==> src/rtl/fb_pkg.sv <==
// Shared types and constants for the framebuffer port arbiter.
package fb_pkg;
  localparam int FB_W      = 320;
  localparam int FB_H      = 240;
  localparam int ADDR_W    = 17;
  localparam int DATA_W    = 8;
  localparam int FB_PIXELS = FB_W * FB_H;

  typedef enum logic [1:0] {
    OWN_NONE = 2'd0,
    OWN_DISP = 2'd1,
    OWN_GPU  = 2'd2
  } owner_t;

  typedef struct packed {
    owner_t owner;
    logic   zero;
  } rd_tag_t;

  localparam int TAG_W = $bits(rd_tag_t);

  typedef enum logic {
    SW_IDLE    = 1'b0,
    SW_PENDING = 1'b1
  } swap_state_t;
endpackage

==> src/rtl/fb_rd_tag_pipe.sv <==
// RD_LAT-deep shift register of read tags; its output lines up with mem_rdata.
module fb_rd_tag_pipe #(
  parameter int RD_LAT = 1
) (
  input  logic                     clk,
  input  logic                     rst_n,
  input  logic [fb_pkg::TAG_W-1:0] tag_in,
  output logic [fb_pkg::TAG_W-1:0] tag_out
);
  import fb_pkg::*;

  rd_tag_t pipe [RD_LAT];

  always_ff @(posedge clk or negedge rst_n) begin
    if (!rst_n) begin
      for (int i = 0; i < RD_LAT; i++) pipe[i] <= '{owner: OWN_NONE, zero: 1'b0};
    end else begin
      pipe[0] <= rd_tag_t'(tag_in);
      for (int i = 1; i < RD_LAT; i++) pipe[i] <= pipe[i-1];
    end
  end

  assign tag_out = pipe[RD_LAT-1];
endmodule

==> src/rtl/fb_port_arbiter.sv <==
// Single-port framebuffer arbiter: scanout priority, GPU round-robin, tear-free buffer swap.
module fb_port_arbiter #(
  parameter int FB_W   = 320,
  parameter int FB_H   = 240,
  parameter int ADDR_W = 17,
  parameter int DATA_W = 8,
  parameter int RD_LAT = 1
) (
  input  logic              clk,
  input  logic              rst_n,
  input  logic              vblank_start,
  input  logic              disp_req,
  input  logic [ADDR_W-1:0] disp_addr,
  output logic              disp_rvalid,
  output logic [DATA_W-1:0] disp_rdata,
  input  logic              wr_valid,
  output logic              wr_ready,
  input  logic [ADDR_W-1:0] wr_addr,
  input  logic [DATA_W-1:0] wr_data,
  input  logic              rd_valid,
  output logic              rd_ready,
  input  logic [ADDR_W-1:0] rd_addr,
  output logic              rd_rvalid,
  output logic [DATA_W-1:0] rd_rdata,
  input  logic              swap_req,
  output logic              swap_pending,
  output logic              front_sel,
  output logic              mem_en,
  output logic              mem_we,
  output logic [ADDR_W:0]   mem_addr,
  output logic [DATA_W-1:0] mem_wdata,
  input  logic [DATA_W-1:0] mem_rdata
);
  import fb_pkg::*;

  localparam int PIXELS = FB_W * FB_H;

  swap_state_t       state;
  logic              rr_rd;
  logic [DATA_W-1:0] disp_rdata_q, rd_rdata_q, ret_data;
  logic              disp_gnt, gpu_free, wr_gnt, rd_gnt, contest;
  logic              disp_in, wr_in, rd_in;
  rd_tag_t           tag_in, tag_out;

  assign disp_in  = 32'(disp_addr) < 32'(PIXELS);
  assign wr_in    = 32'(wr_addr)   < 32'(PIXELS);
  assign rd_in    = 32'(rd_addr)   < 32'(PIXELS);

  // rr_rd=1 means the read side wins the next contested cycle
  assign disp_gnt = rst_n & disp_req;
  assign gpu_free = rst_n & ~disp_req;
  assign contest  = gpu_free & wr_valid & rd_valid;
  assign wr_gnt   = gpu_free & wr_valid & (~rd_valid | ~rr_rd);
  assign rd_gnt   = gpu_free & rd_valid & (~wr_valid | rr_rd);
  assign wr_ready = wr_gnt;
  assign rd_ready = rd_gnt;

  always_comb begin
    mem_en    = 1'b0;
    mem_we    = 1'b0;
    mem_addr  = '0;
    mem_wdata = '0;
    if (disp_gnt) begin
      mem_en   = disp_in;
      mem_addr = {front_sel, disp_addr};
    end else if (wr_gnt) begin
      mem_en    = wr_in;
      mem_we    = 1'b1;
      mem_addr  = {~front_sel, wr_addr};
      mem_wdata = wr_data;
    end else if (rd_gnt) begin
      mem_en   = rd_in;
      mem_addr = {~front_sel, rd_addr};
    end
  end

  always_comb begin
    tag_in.owner = OWN_NONE;
    tag_in.zero  = 1'b0;
    if (disp_gnt) begin
      tag_in.owner = OWN_DISP;
      tag_in.zero  = ~disp_in;
    end else if (rd_gnt) begin
      tag_in.owner = OWN_GPU;
      tag_in.zero  = ~rd_in;
    end
  end

  fb_rd_tag_pipe #(.RD_LAT(RD_LAT)) u_tag_pipe (
    .clk     (clk),
    .rst_n   (rst_n),
    .tag_in  (tag_in),
    .tag_out (tag_out)
  );

  // Return data is presented in the same cycle mem_rdata arrives; the held copy covers idle cycles
  assign ret_data    = tag_out.zero ? '0 : mem_rdata;
  assign disp_rvalid = (tag_out.owner == OWN_DISP);
  assign rd_rvalid   = (tag_out.owner == OWN_GPU);
  assign disp_rdata  = disp_rvalid ? ret_data : disp_rdata_q;
  assign rd_rdata    = rd_rvalid   ? ret_data : rd_rdata_q;

  assign swap_pending = rst_n & ((state == SW_PENDING) | (swap_req & vblank_start));

  always_ff @(posedge clk or negedge rst_n) begin
    if (!rst_n) begin
      state        <= SW_IDLE;
      front_sel    <= 1'b0;
      rr_rd        <= 1'b0;
      disp_rdata_q <= '0;
      rd_rdata_q   <= '0;
    end else begin
      if (contest) rr_rd <= ~rr_rd;
      if (disp_rvalid) disp_rdata_q <= ret_data;
      if (rd_rvalid)   rd_rdata_q   <= ret_data;
      case (state)
        SW_IDLE: begin
          if (swap_req) begin
            if (vblank_start) front_sel <= ~front_sel;
            else              state     <= SW_PENDING;
          end
        end
        SW_PENDING: begin
          if (vblank_start) begin
            front_sel <= ~front_sel;
            state     <= SW_IDLE;
          end
        end
        default: state <= SW_IDLE;
      endcase
    end
  end
endmodule
==> config.mk <==
export PLATFORM = sky130hd
export DESIGN_NAME = fb_port_arbiter
export DESIGN_NICKNAME = d
export VERILOG_FILES = /design/src/rtl/fb_pkg.sv /design/src/rtl/fb_rd_tag_pipe.sv /design/src/rtl/fb_port_arbiter.sv
export SDC_FILE = /design/constraint.sdc
export NUM_CORES = 1
export LEC_CHECK = 0
export ABC_AREA = 0
export CAP_MARGIN = 20
export CORE_MARGIN = 4
export CORE_UTILIZATION = 30
export CTS_CLUSTER_SIZE = 20
export DETAILED_ROUTE_END_ITERATION = 10
export PLACE_DENSITY = 0.78
export SLEW_MARGIN = 25
export SYNTH_ARGS = -nofsm -noshare
export SYNTH_HDL_FRONTEND = slang
export SYNTH_SLANG_ARGS = --single-unit
==> constraint.sdc <==
create_clock -name clk -period 2.7 [get_ports clk]
set_input_delay 0.81 -clock clk [delete_from_list [all_inputs] [get_ports clk]]
set_output_delay 0.81 -clock clk [all_outputs]
set_load 0.02 [all_outputs]
==> flow_summary.json, run 1 <==
{
  "coreArea_um2": 4120,
  "utilization_pct": 73.0,
  "startpoint_type": "primary input",
  "min_period_ns": 2.75,
  "routed_wl_um": 5430,
  "syn_nets": 226,
  "cts-root-buf": "clkbuf_8",
  "port_buffers": 123,
  "p_clk_share_pct": 14.0,
  "synth_area_per_cell_um2": 8.60,
  "ys_ff_latch": 22,
  "rsz0062_at_grt": "yes",
  "endpoint_kind": "primary output",
  "fmax_ghz": 0.364,
  "slowest_stage": "a222oi_1",
  "cts_sinks": 22,
  "cap_viol_max_count": 0,
  "outcome": "finished, violations left",
  "antenna_found_initial": 0,
  "sw_frac_of_total_pct": 35.3,
  "crit_fanout": 9,
  "p_int_uw": 921,
  "drcViolationCount": 0,
  "grt_pass1_wl_um": 8020,
  "min_path_type": "in2async",
  "cp_common_cell": "buf_6",
  "layout.cells.non_filler": 363,
  "dp.cells": 347,
  "routedWlPerCell_um": 14.9,
  "vdd_drop_max_mv": 0.235,
  "min_period_over_period_pct": 102,
  "p_leak_uw": 0.00154,
  "synth_edf_count": 0,
  "cp_num_buf_inv": 4,
  "finish.instance_area_um2": 3000,
  "yosysTopAreaCellShare_pct": 42.1,
  "hpwl_um": 4000,
  "seq_area_frac_synth_pct": 42.1,
  "io_pins": 124,
  "final_hold_viol_count": 0,
  "syn-cell-area_um2": 1310,
  "syn_inst": 152,
  "die_area_um2": 5480,
  "p_switching_uw": 503,
  "floorplan.initialDensity_pct": 31.8,
  "ctsHtreeMaxLevel": 1,
  "overflow": 0,
  "antennaDiodeCount": 0,
  "crit_family": "buffers and inverters",
  "placed_cell_area_um2": 2810,
  "pwr-share-seq_pct": 30.8,
  "clk_pin_slew_ns": 0.07,
  "seqCellArea_um2": 551,
  "power_density_nw_per_um2": 474,
  "vias_per_cell": 4.89,
  "setup.worst_path.class": "in2out",
  "slowest_delay_ns": 0.37,
  "finalWorstSetupSlack_ns": -0.0499,
  "multiInputGateArea_um2": 712,
  "ys.flop_type": "dfrtp_1",
  "path_cells": "buf_6 -> nor2b_4 -> and3_4 -> buf_12 -> a222oi_1 -> inv_1 -> buf_6",
  "drive_above_1_share_pct": 35.1,
  "drv_slew": 0,
  "skew_ns": 0.00338,
  "cts_buffer_depth": 2,
  "die_h_um": 74.0,
  "nNetsFinal": 389,
  "first_global_vias": 1846,
  "clock_latency_ns": 0.26,
  "grt_use_total_pct": 18.8,
  "ys_async_sr_fraction_pct": 100,
  "numCtsBuffers": 3,
  "yosysTopAreaCell": "dfrtp_1",
  "fillCellCount": 327,
  "synth_most_common_cell": "dfrtp_1",
  "rows": 23,
  "combPwrFrac_pct": 55.2,
  "worstPathArrival_ns": 1.94,
  "vias": 1776,
  "cts_tree": "done",
  "holdBufCountCts": 0,
  "ys_top_cells_by_area": "dfrtp_1, a222oi_1, o21ai_0, inv_1, nand2_1",
  "worstMarginPinSlew_ns": 0.356,
  "yosysUniqueCellTypes": 25,
  "ys_top_cells_by_count": "dfrtp_1, inv_1, nand2_1",
  "yosys_warnings": 0,
  "grt_max_degree": 18,
  "place_congestion": 0.735,
  "violations": "negative setup slack",
  "ant_nets": 0,
  "relSlewSlack_pct": 76.3,
  "setup_violations": 3,
  "cp.required_ns": 1.89,
  "detail_route.iter0.violations": 103,
  "firstDrtPassIters": 6,
  "area_delta_synth_final_pct": 130,
  "die_w_um": 74.0
}
-- metal layers --
layer  routed length, µm  global-route usage, %
met5                   0                      0
met3                 460                   4.73
met2                3030                   37.3
met4                  45                   5.84
met1                1890                   19.0
-- through the flow --
| stage | hold WS, ns | worst slack, ns | power [µW] | TNS (ns) |
|---|---|---|---|---|
| 2_1_floorplan | 0.458 | 0.0532 | 739 | 0 |
| 3_3_place_gp | 0.476 | -0.843 | 1190 | -28.96 |
| 3_5_place_dp | 0.480 | -0.893 | 1210 | -29.56 |
| 4_1_cts | 0.404 | -0.0535 | 1400 | -0.0613 |
| 5_1_grt | 0.411 | -0.126 | 1510 | -0.793 |
| 6_report | 0.412 | -0.0499 | 1420 | -0.0878 |
-- cells by family (layout without fill, tap and decap cells) --
| kind of cell | after synthesis | in the layout | share of synthesized area, % |
|---|---|---|---|
| buf+inv | 30 | 190 | 10.2 |
| xor+xnor | 2 | 2 | 1.34 |
| flops | 22 | 22 | 42.1 |
| simple gates | 52 | 53 | 20.8 |
| compound gates | 46 | 46 | 25.6 |
-- power by group through the flow --
stage	clock network [µW]	registers, µW	logic [µW]
final	199	439	786
after floorplan	0	450	290
after detailed placement	0	445	767
after CTS	206	439	759
after global routing	214	450	843
after global placement	0	441	752
-- placed cells by master, fill, tap and decap left out, types with 2 or more instances in the layout --
cell type / count
clkdlybuf4s50_1: 54
buf_4: 35
dfrtp_1: 22
dlygate4sd2_1: 22
inv_1: 20
buf_6: 20
nand2_1: 19
a222oi_1: 16
clkdlybuf4s15_2: 13
nand2b_1: 10
buf_2: 9
clkbuf_2: 9
and2_1: 8
o21ai_1: 7
o21ai_2: 6
o21ai_0: 5
and3_4: 3
nor2_1: 3
clkbuf_8: 3
nor2b_4: 2
a21oi_1: 2
nor2b_1: 2
and3_1: 2
xnor2_1: 2
buf_12: 2
-- registers in the layout (all words and copies together) (netlist names) --
name / cells
disp_rdata_q: 8
rd_rdata_q: 8
u_tag_pipe.tag_out: 3
front_sel: 1
rr_rd: 1
state: 1
-- timing repair --
item	CTS	global route
pin swaps	21	8
cloned	2	1
resized for setup	220	48
setup buffers	5	5
endpoints found under the setup margin	47	41
-- worst reg2reg max path, cell delays in order (launching register included) --
cell and delay, ns:
dfrtp_1 0.37, nand2b_2 0.33, o21ai_0 0.29, buf_4 0.15
-- layout make-up --
cell class,count,share of cell area [%]
tap,50,2.08
inverter,20,2.50
sequential,22,18.3
clock buffer,3,1.37
timing repair buffer,167,52.0
multi-input combinational,101,23.7
-- path summary, 6_finish.rpt --
kind,to,from,slack (ns),depth (start not counted)
max reg2reg,disp_rdata_q[3]$_DFF_PN0_,u_tag_pipe.tag_out[2]$_DFF_PN0_,1.50,3
max in group asynchronous,rd_rdata_q[5]$_DFF_PN0_,rst_n,2.02,2
min in group clk,rd_rdata_q[0]$_DFF_PN0_,rd_rdata_q[0]$_DFF_PN0_,0.48,2
min,state$_DFF_PN0_,rst_n,0.41,2
min reg2reg,rd_rdata_q[0]$_DFF_PN0_,rd_rdata_q[0]$_DFF_PN0_,0.48,2
max,mem_addr[15],rst_n,-0.05,7
(Power assumes the default switching activity.)
==> inputs of run 2 (changes only) <==
--- a/config.mk
+++ b/config.mk
@@ -12,6 +12,7 @@
 export CTS_CLUSTER_SIZE = 20
 export DETAILED_ROUTE_END_ITERATION = 10
 export PLACE_DENSITY = 0.78
+export SKIP_LAST_GASP = 1
 export SLEW_MARGIN = 25
 export SYNTH_ARGS = -nofsm -noshare
 export SYNTH_HDL_FRONTEND = slang
==> flow_summary.json, run 2 (synthesis results as in run 1) <==
{
  "finish.instance_area_um2": 3060,
  "crit_fanout": 9,
  "first_global_vias": 1839,
  "fmax_ghz": 0.362,
  "setup_violations": 9,
  "outcome": "finished, violations left",
  "cp.required_ns": 1.89,
  "drcViolationCount": 0,
  "io_pins": 124,
  "p_leak_uw": 0.00157,
  "skew_ns": 0.00511,
  "numCtsBuffers": 3,
  "regToRegSetupSlack_ns": 1.50,
  "min_period_over_period_pct": 102,
  "setup.worst_path.class": "in2out",
  "clock_latency_ns": 0.27,
  "vdd_drop_max_mv": 0.252,
  "endpoint_kind": "primary output",
  "firstDrtPassIters": 4,
  "clk_pin_slew_ns": 0.08,
  "place_congestion": 0.735,
  "cts-root-buf": "clkbuf_8",
  "dp.cells": 347,
  "cap_viol_max_count": 0,
  "area_delta_synth_final_pct": 134,
  "port_buffers": 123,
  "hpwl_um": 4000,
  "cts_sinks": 22,
  "grt_use_total_pct": 18.6,
  "power_density_nw_per_um2": 469,
  "min_period_ns": 2.76,
  "vias": 1770,
  "relSlewSlack_pct": 76.0,
  "finalWorstSetupSlack_ns": -0.0601,
  "worstPathArrival_ns": 1.95,
  "routed_wl_um": 5420,
  "cts_buffer_depth": 2,
  "drive_above_1_share_pct": 34.5,
  "r2r_cells": 6,
  "antenna_found_initial": 0,
  "r2r-end": "u_tag_pipe.tag_out[0]$_DFF_PN0_",
  "most-common-layout-cells": "clkdlybuf4s50_1, buf_4, dlygate4sd2_1",
  "grt_pass1_wl_um": 7910,
  "rows": 23,
  "holdBufCountCts": 0,
  "cts_tree": "done",
  "placed_cell_area_um2": 2810,
  "min_path_type": "in2async",
  "ant_nets": 0,
  "vias_per_cell": 4.84,
  "coreArea_um2": 4120,
  "r2r-start": "rr_rd$_DFFE_PN0P_",
  "drv_slew": 0,
  "overflow": 0,
  "die_h_um": 74.0,
  "rsz0062_at_grt": "yes",
  "die_area_um2": 5480,
  "final_hold_viol_count": 0,
  "die_w_um": 74.0,
  "antennaDiodeCount": 0,
  "floorplan.initialDensity_pct": 31.8,
  "grt_max_degree": 18,
  "final_common_cell": "clkdlybuf4s50_1",
  "worstMarginPinSlew_ns": 0.360,
  "nNetsFinal": 392,
  "fillCellCount": 328,
  "startpoint_type": "primary input",
  "ctsHtreeMaxLevel": 1,
  "layout.cells.non_filler": 366,
  "violations": "negative setup slack",
  "detail_route.iter0.violations": 94,
  "routedWlPerCell_um": 14.8
}
## run 2: changes by cell type in the layout (fill, tap and decap cells not counted)
cell             before  now
buf_2                 9    7
buf_4                35   38
buf_6                20   17
buf_8                 0    3
clkbuf_2              9    6
clkdlybuf4s15_2      13   15
dlygate4sd2_1        22   25
o21ai_1               7    8
o21ai_2               6    5
## run 2: final cells by class
type / count / area (µm²) / share of cell area [%]
sequential: 22 / 551 / 18.0
clock buffer: 3 / 41.3 / 1.35
timing repair buffer: 170 / 1620 / 53.0
inverter: 20 / 75.1 / 2.45
tap: 50 / 62.6 / 2.05
multi-input combinational: 101 / 708 / 23.2
## run 2: report_power, final
group | leakage, µW | switching (µW) | internal [µW] | total, µW
logic | 0.00127 | 370 | 423 | 793
clock network | 0.0000216 | 103 | 99.8 | 203
registers | 0.000274 | 32.4 | 407 | 439
total | 0.00157 | 505 | 929 | 1430
## run 2: timing repair
item / 4_1_cts / 5_1_grt
buffers inserted: 5 / 8
endpoints found under the hold margin: 0 / 0
endpoints found under the setup margin: 47 / 37
pin swaps: 21 / 11
resized for setup: 219 / 43
cloned: 2 / 1
## run 2: how the worst max path moves through the flow
stage	start	endpoint	slack, ns	cells past startpoint
6_report	rst_n	mem_addr[15]	-0.06	7
5_1_grt	rst_n	mem_addr[15]	-0.13	7
4_1_cts	disp_req	mem_addr[15]	-0.06	7
3_5_place_dp	rst_n	mem_addr[15]	-0.89	7
3_3_place_gp	rst_n	mem_addr[13]	-0.84	7
2_1_floorplan	rst_n	mem_addr[7]	0.05	6
## run 2: worst max-delay path: stages
cell and delay [ns]:
buf_8 0.10, nor2b_4 0.13, and3_4 0.16, buf_12 0.13
a222oi_1 0.37, inv_1 0.10, buf_6 0.14
## run 2: per-stage QoR
stage	util (%)	hold slack [ns]	setup TNS (ns)	setup slack, ns	power, µW
after floorplan	-	0.458	0	0.0532	739
after global placement	68.2	0.476	-28.96	-0.843	1190
after detailed placement	68.2	0.480	-29.56	-0.893	1210
after CTS	71.1	0.404	-0.0696	-0.0561	1400
after global routing	74.3	0.395	-1.06	-0.132	1520
final	74.3	0.400	-0.131	-0.0601	1430
## run 2: per-layer routing
layer	part of all wire [%]	wire length, µm	global-route usage [%]	vias to the layer above
met5	0	0	0	-
met4	0.52	28	5.84	0
met3	9.2	498	4.73	2
met2	55	2990	36.6	80
met1	35	1900	18.7	819
li1	-	-	-	869
==> inputs of run 3 (changes only) <==
--- a/config.mk
+++ b/config.mk
@@ -5,11 +5,10 @@
 export SDC_FILE = /design/constraint.sdc
 export NUM_CORES = 1
 export LEC_CHECK = 0
-export ABC_AREA = 0
+export ABC_AREA = 1
 export CAP_MARGIN = 20
 export CORE_MARGIN = 4
-export CORE_UTILIZATION = 30
-export CTS_CLUSTER_SIZE = 20
+export CORE_UTILIZATION = 32
 export DETAILED_ROUTE_END_ITERATION = 10
 export PLACE_DENSITY = 0.78
 export SKIP_LAST_GASP = 1
==> constraint.sdc (replaced) <==
create_clock -name clk -period 2.9 [get_ports clk]
set_input_delay 0.87 -clock clk [delete_from_list [all_inputs] [get_ports clk]]
set_output_delay 0.87 -clock clk [all_outputs]
set_load 0.02 [all_outputs]
==> flow_summary.json, run 3 <==
{
  "ys.flop_type": "dfrtp_1",
  "relSlewSlack_pct": 79.9,
  "grt_max_degree": 23,
  "setup_tns_ns": 0,
  "ys_top_cells_by_count": "nand2_1, inv_1, nor2_1",
  "seq_area_frac_synth_pct": 37.0,
  "nNetsFinal": 432,
  "slowest_delay_ns": 0.40,
  "firstDrtPassIters": 4,
  "worstPathArrival_ns": 1.97,
  "p_clk_share_pct": 22.4,
  "syn_inst": 212,
  "finish.instance_area_um2": 2940,
  "synth_most_common_cell": "nand2_1",
  "combPwrFrac_pct": 45.1,
  "r2r-start": "u_tag_pipe.tag_out[1]$_DFF_PN0_",
  "endpoint_kind": "primary output",
  "cap_viol_max_count": 0,
  "synth_area_per_cell_um2": 7.02,
  "io_pins": 124,
  "setup_violations": 0,
  "pwr-share-seq_pct": 32.5,
  "startpoint_type": "primary input",
  "ys_ff_latch": 22,
  "cts_buffer_depth": 2,
  "cp.required_ns": 2.03,
  "sw_frac_of_total_pct": 32.5,
  "final_common_cell": "clkdlybuf4s50_1",
  "syn_nets": 286,
  "wl_met2_um": 2690,
  "ys_async_sr_fraction_pct": 100,
  "vias": 1835,
  "area_delta_synth_final_pct": 97.6,
  "cts_sinks": 22,
  "worstMarginPinSlew_ns": 0.302,
  "coreArea_um2": 4410,
  "die_area_um2": 5810,
  "setup.worst_path.class": "in2out",
  "detail_route.iter0.violations": 69,
  "wl_met1_um": 1930,
  "place_congestion": 0.784,
  "min_from": "rd_rdata_q[7]$_DFF_PN0_",
  "grt_use_total_pct": 16.9,
  "antenna_found_initial": 0,
  "r2r_cells": 3,
  "yosysTopAreaCellShare_pct": 37.0,
  "yosysUniqueCellTypes": 18,
  "fmax_ghz": 0.352,
  "grt_pass1_wl_um": 8370,
  "outcome": "complete, no violations",
  "floorplan.initialDensity_pct": 33.7,
  "holdPathEnd": "rd_rdata_q[7]$_DFF_PN0_",
  "most-common-layout-cells": "clkdlybuf4s50_1, nand2_1, inv_1",
  "die_w_um": 76.2,
  "placed_cell_area_um2": 2920,
  "multiInputGateArea_um2": 802,
  "path_cells": "clkdlybuf4s50_1 -> or2_2 -> inv_1 -> nor2_1 -> clkdlybuf4s15_1",
  "skew_ns": 0.00663,
  "seqCellArea_um2": 551,
  "p_leak_uw": 0.00151,
  "slowest_stage": "clkdlybuf4s50_1",
  "cts_tree": "done",
  "ys_top_cells_by_area": "dfrtp_1, nand2_1, mux2_2, nand3_1, inv_1",
  "cts-root-buf": "clkbuf_8",
  "dr.max_layer_used": "met4",
  "drv_slew": 0,
  "power_density_nw_per_um2": 420,
  "r2r-end": "disp_rdata_q[3]$_DFF_PN0_",
  "synth_edf_count": 0,
  "p_switching_uw": 401,
  "crit_fanout": 2,
  "min_period_ns": 2.84,
  "regToRegSetupSlack_ns": 1.66,
  "final_hold_viol_count": 0,
  "numCtsBuffers": 3,
  "hpwl_um": 4290,
  "rsz0062_at_grt": "yes",
  "vdd_drop_max_mv": 0.233,
  "routedWlPerCell_um": 12.5,
  "ant_nets": 0,
  "holdBufCountCts": 0,
  "routed_wl_um": 5110,
  "port_buffers": 123,
  "min_period_over_period_pct": 98.0,
  "drive_above_1_share_pct": 25.5,
  "overflow": 0,
  "die_h_um": 76.2,
  "utilization_pct": 66.6,
  "clk_pin_slew_ns": 0.07,
  "met3RoutedLength_um": 415,
  "hold_path_depth": 1,
  "yosysTopAreaCell": "dfrtp_1",
  "fillCellCount": 402,
  "ctsHtreeMaxLevel": 1,
  "vias_per_cell": 4.49,
  "clock_latency_ns": 0.26,
  "drcViolationCount": 0,
  "antennaDiodeCount": 0,
  "rows": 24,
  "syn-cell-area_um2": 1490,
  "p_int_uw": 833,
  "yosys_warnings": 0,
  "first_global_vias": 1889,
  "min_path_type": "reg2reg"
}
[run 3: changes by cell type in the layout (fill, tap and decap cells not counted), moves of 9 or more]
cell and change:
clkbuf_2 +13, clkdlybuf4s15_1 +9, nand2b_1 -10, buf_4 -17, buf_6 -16, clkdlybuf4s15_2 -12, a222oi_1 -16, nand3_1 +22
clkdlybuf4s50_1 +18, dlygate4sd2_1 -18, inv_1 +10, nor2_1 +23, nand2_1 +49, mux2_2 +15
[run 3: power groups by stage]
stage          Clock [µW]  Sequential (µW)  Combinational (µW)
2_1_floorplan           0              405                 265
3_3_place_gp            0              402                 600
3_5_place_dp            0              406                 609
4_1_cts               284              402                 569
5_1_grt               299              410                 599
6_report              277              401                 556
[run 3: layout make-up]
type | instances | area share [%]
inverter | 34 | 4.34
timing repair buffer | 148 | 45.0
multi-input combinational | 149 | 27.3
tap | 52 | 2.21
clock inverter | 1 | 1.02
clock buffer | 3 | 1.40
sequential | 22 | 18.7
[run 3: worst max-delay path by stage]
stage,from,endpoint,slack [ns],cells after the start
2_1_floorplan,disp_req,mem_addr[10],0.42,6
3_3_place_gp,rst_n,mem_en,-0.58,7
3_5_place_dp,rst_n,mem_en,-0.61,7
4_1_cts,disp_addr[15],mem_en,-0.02,5
5_1_grt,disp_req,mem_addr[5],-0.03,8
6_report,swap_req,swap_pending,0.06,5
[run 3: through the flow]
stage / std cells / total power (µW) / hold WS, ns / worst slack [ns]
2_1_floorplan: 212 / 670 / 0.487 / 0.422
3_3_place_gp: 401 / 1000 / 0.471 / -0.579
3_5_place_dp: 401 / 1010 / 0.487 / -0.612
4_1_cts: 409 / 1250 / 0.500 / -0.0167
5_1_grt: 409 / 1310 / 0.519 / -0.0343
6_report: 409 / 1230 / 0.497 / 0.0588
[run 3: worst max-delay path, delay by kind of cell]
family,cells,cell delay [ns]
buffers and inverters,3,0.75
and+or+nand+nor,2,0.34
[run 3: metal layers]
metal  vias to the layer above  global-route usage, %
met1                       810                   18.0
met3                         8                   5.08
met4                         0                   4.20
li1                        943                      -
met5                         -                      0
met2                        74                   32.2
[run 3: cell families (layout without fill, tap and decap cells)]
| logic type | after synthesis | after routing | synth area share (%) |
|---|---|---|---|
| and+or+nand+nor | 125 | 125 | 36.6 |
| buffers and inverters | 41 | 186 | 11.2 |
| DFF | 22 | 22 | 37.0 |
| muxes | 16 | 16 | 12.1 |
| AOI/OAI and AO/OA | 7 | 7 | 2.52 |
| xor gates and xnor gates | 1 | 1 | 0.588 |
[run 3: timing repair]
item | 4_1_cts | 5_1_grt
resized for setup | 106 | 50
setup buffers | 2 | 0
endpoints found under the setup margin | 47 | 40
gates cloned | 2 | 0
pin swaps | 2 | 1
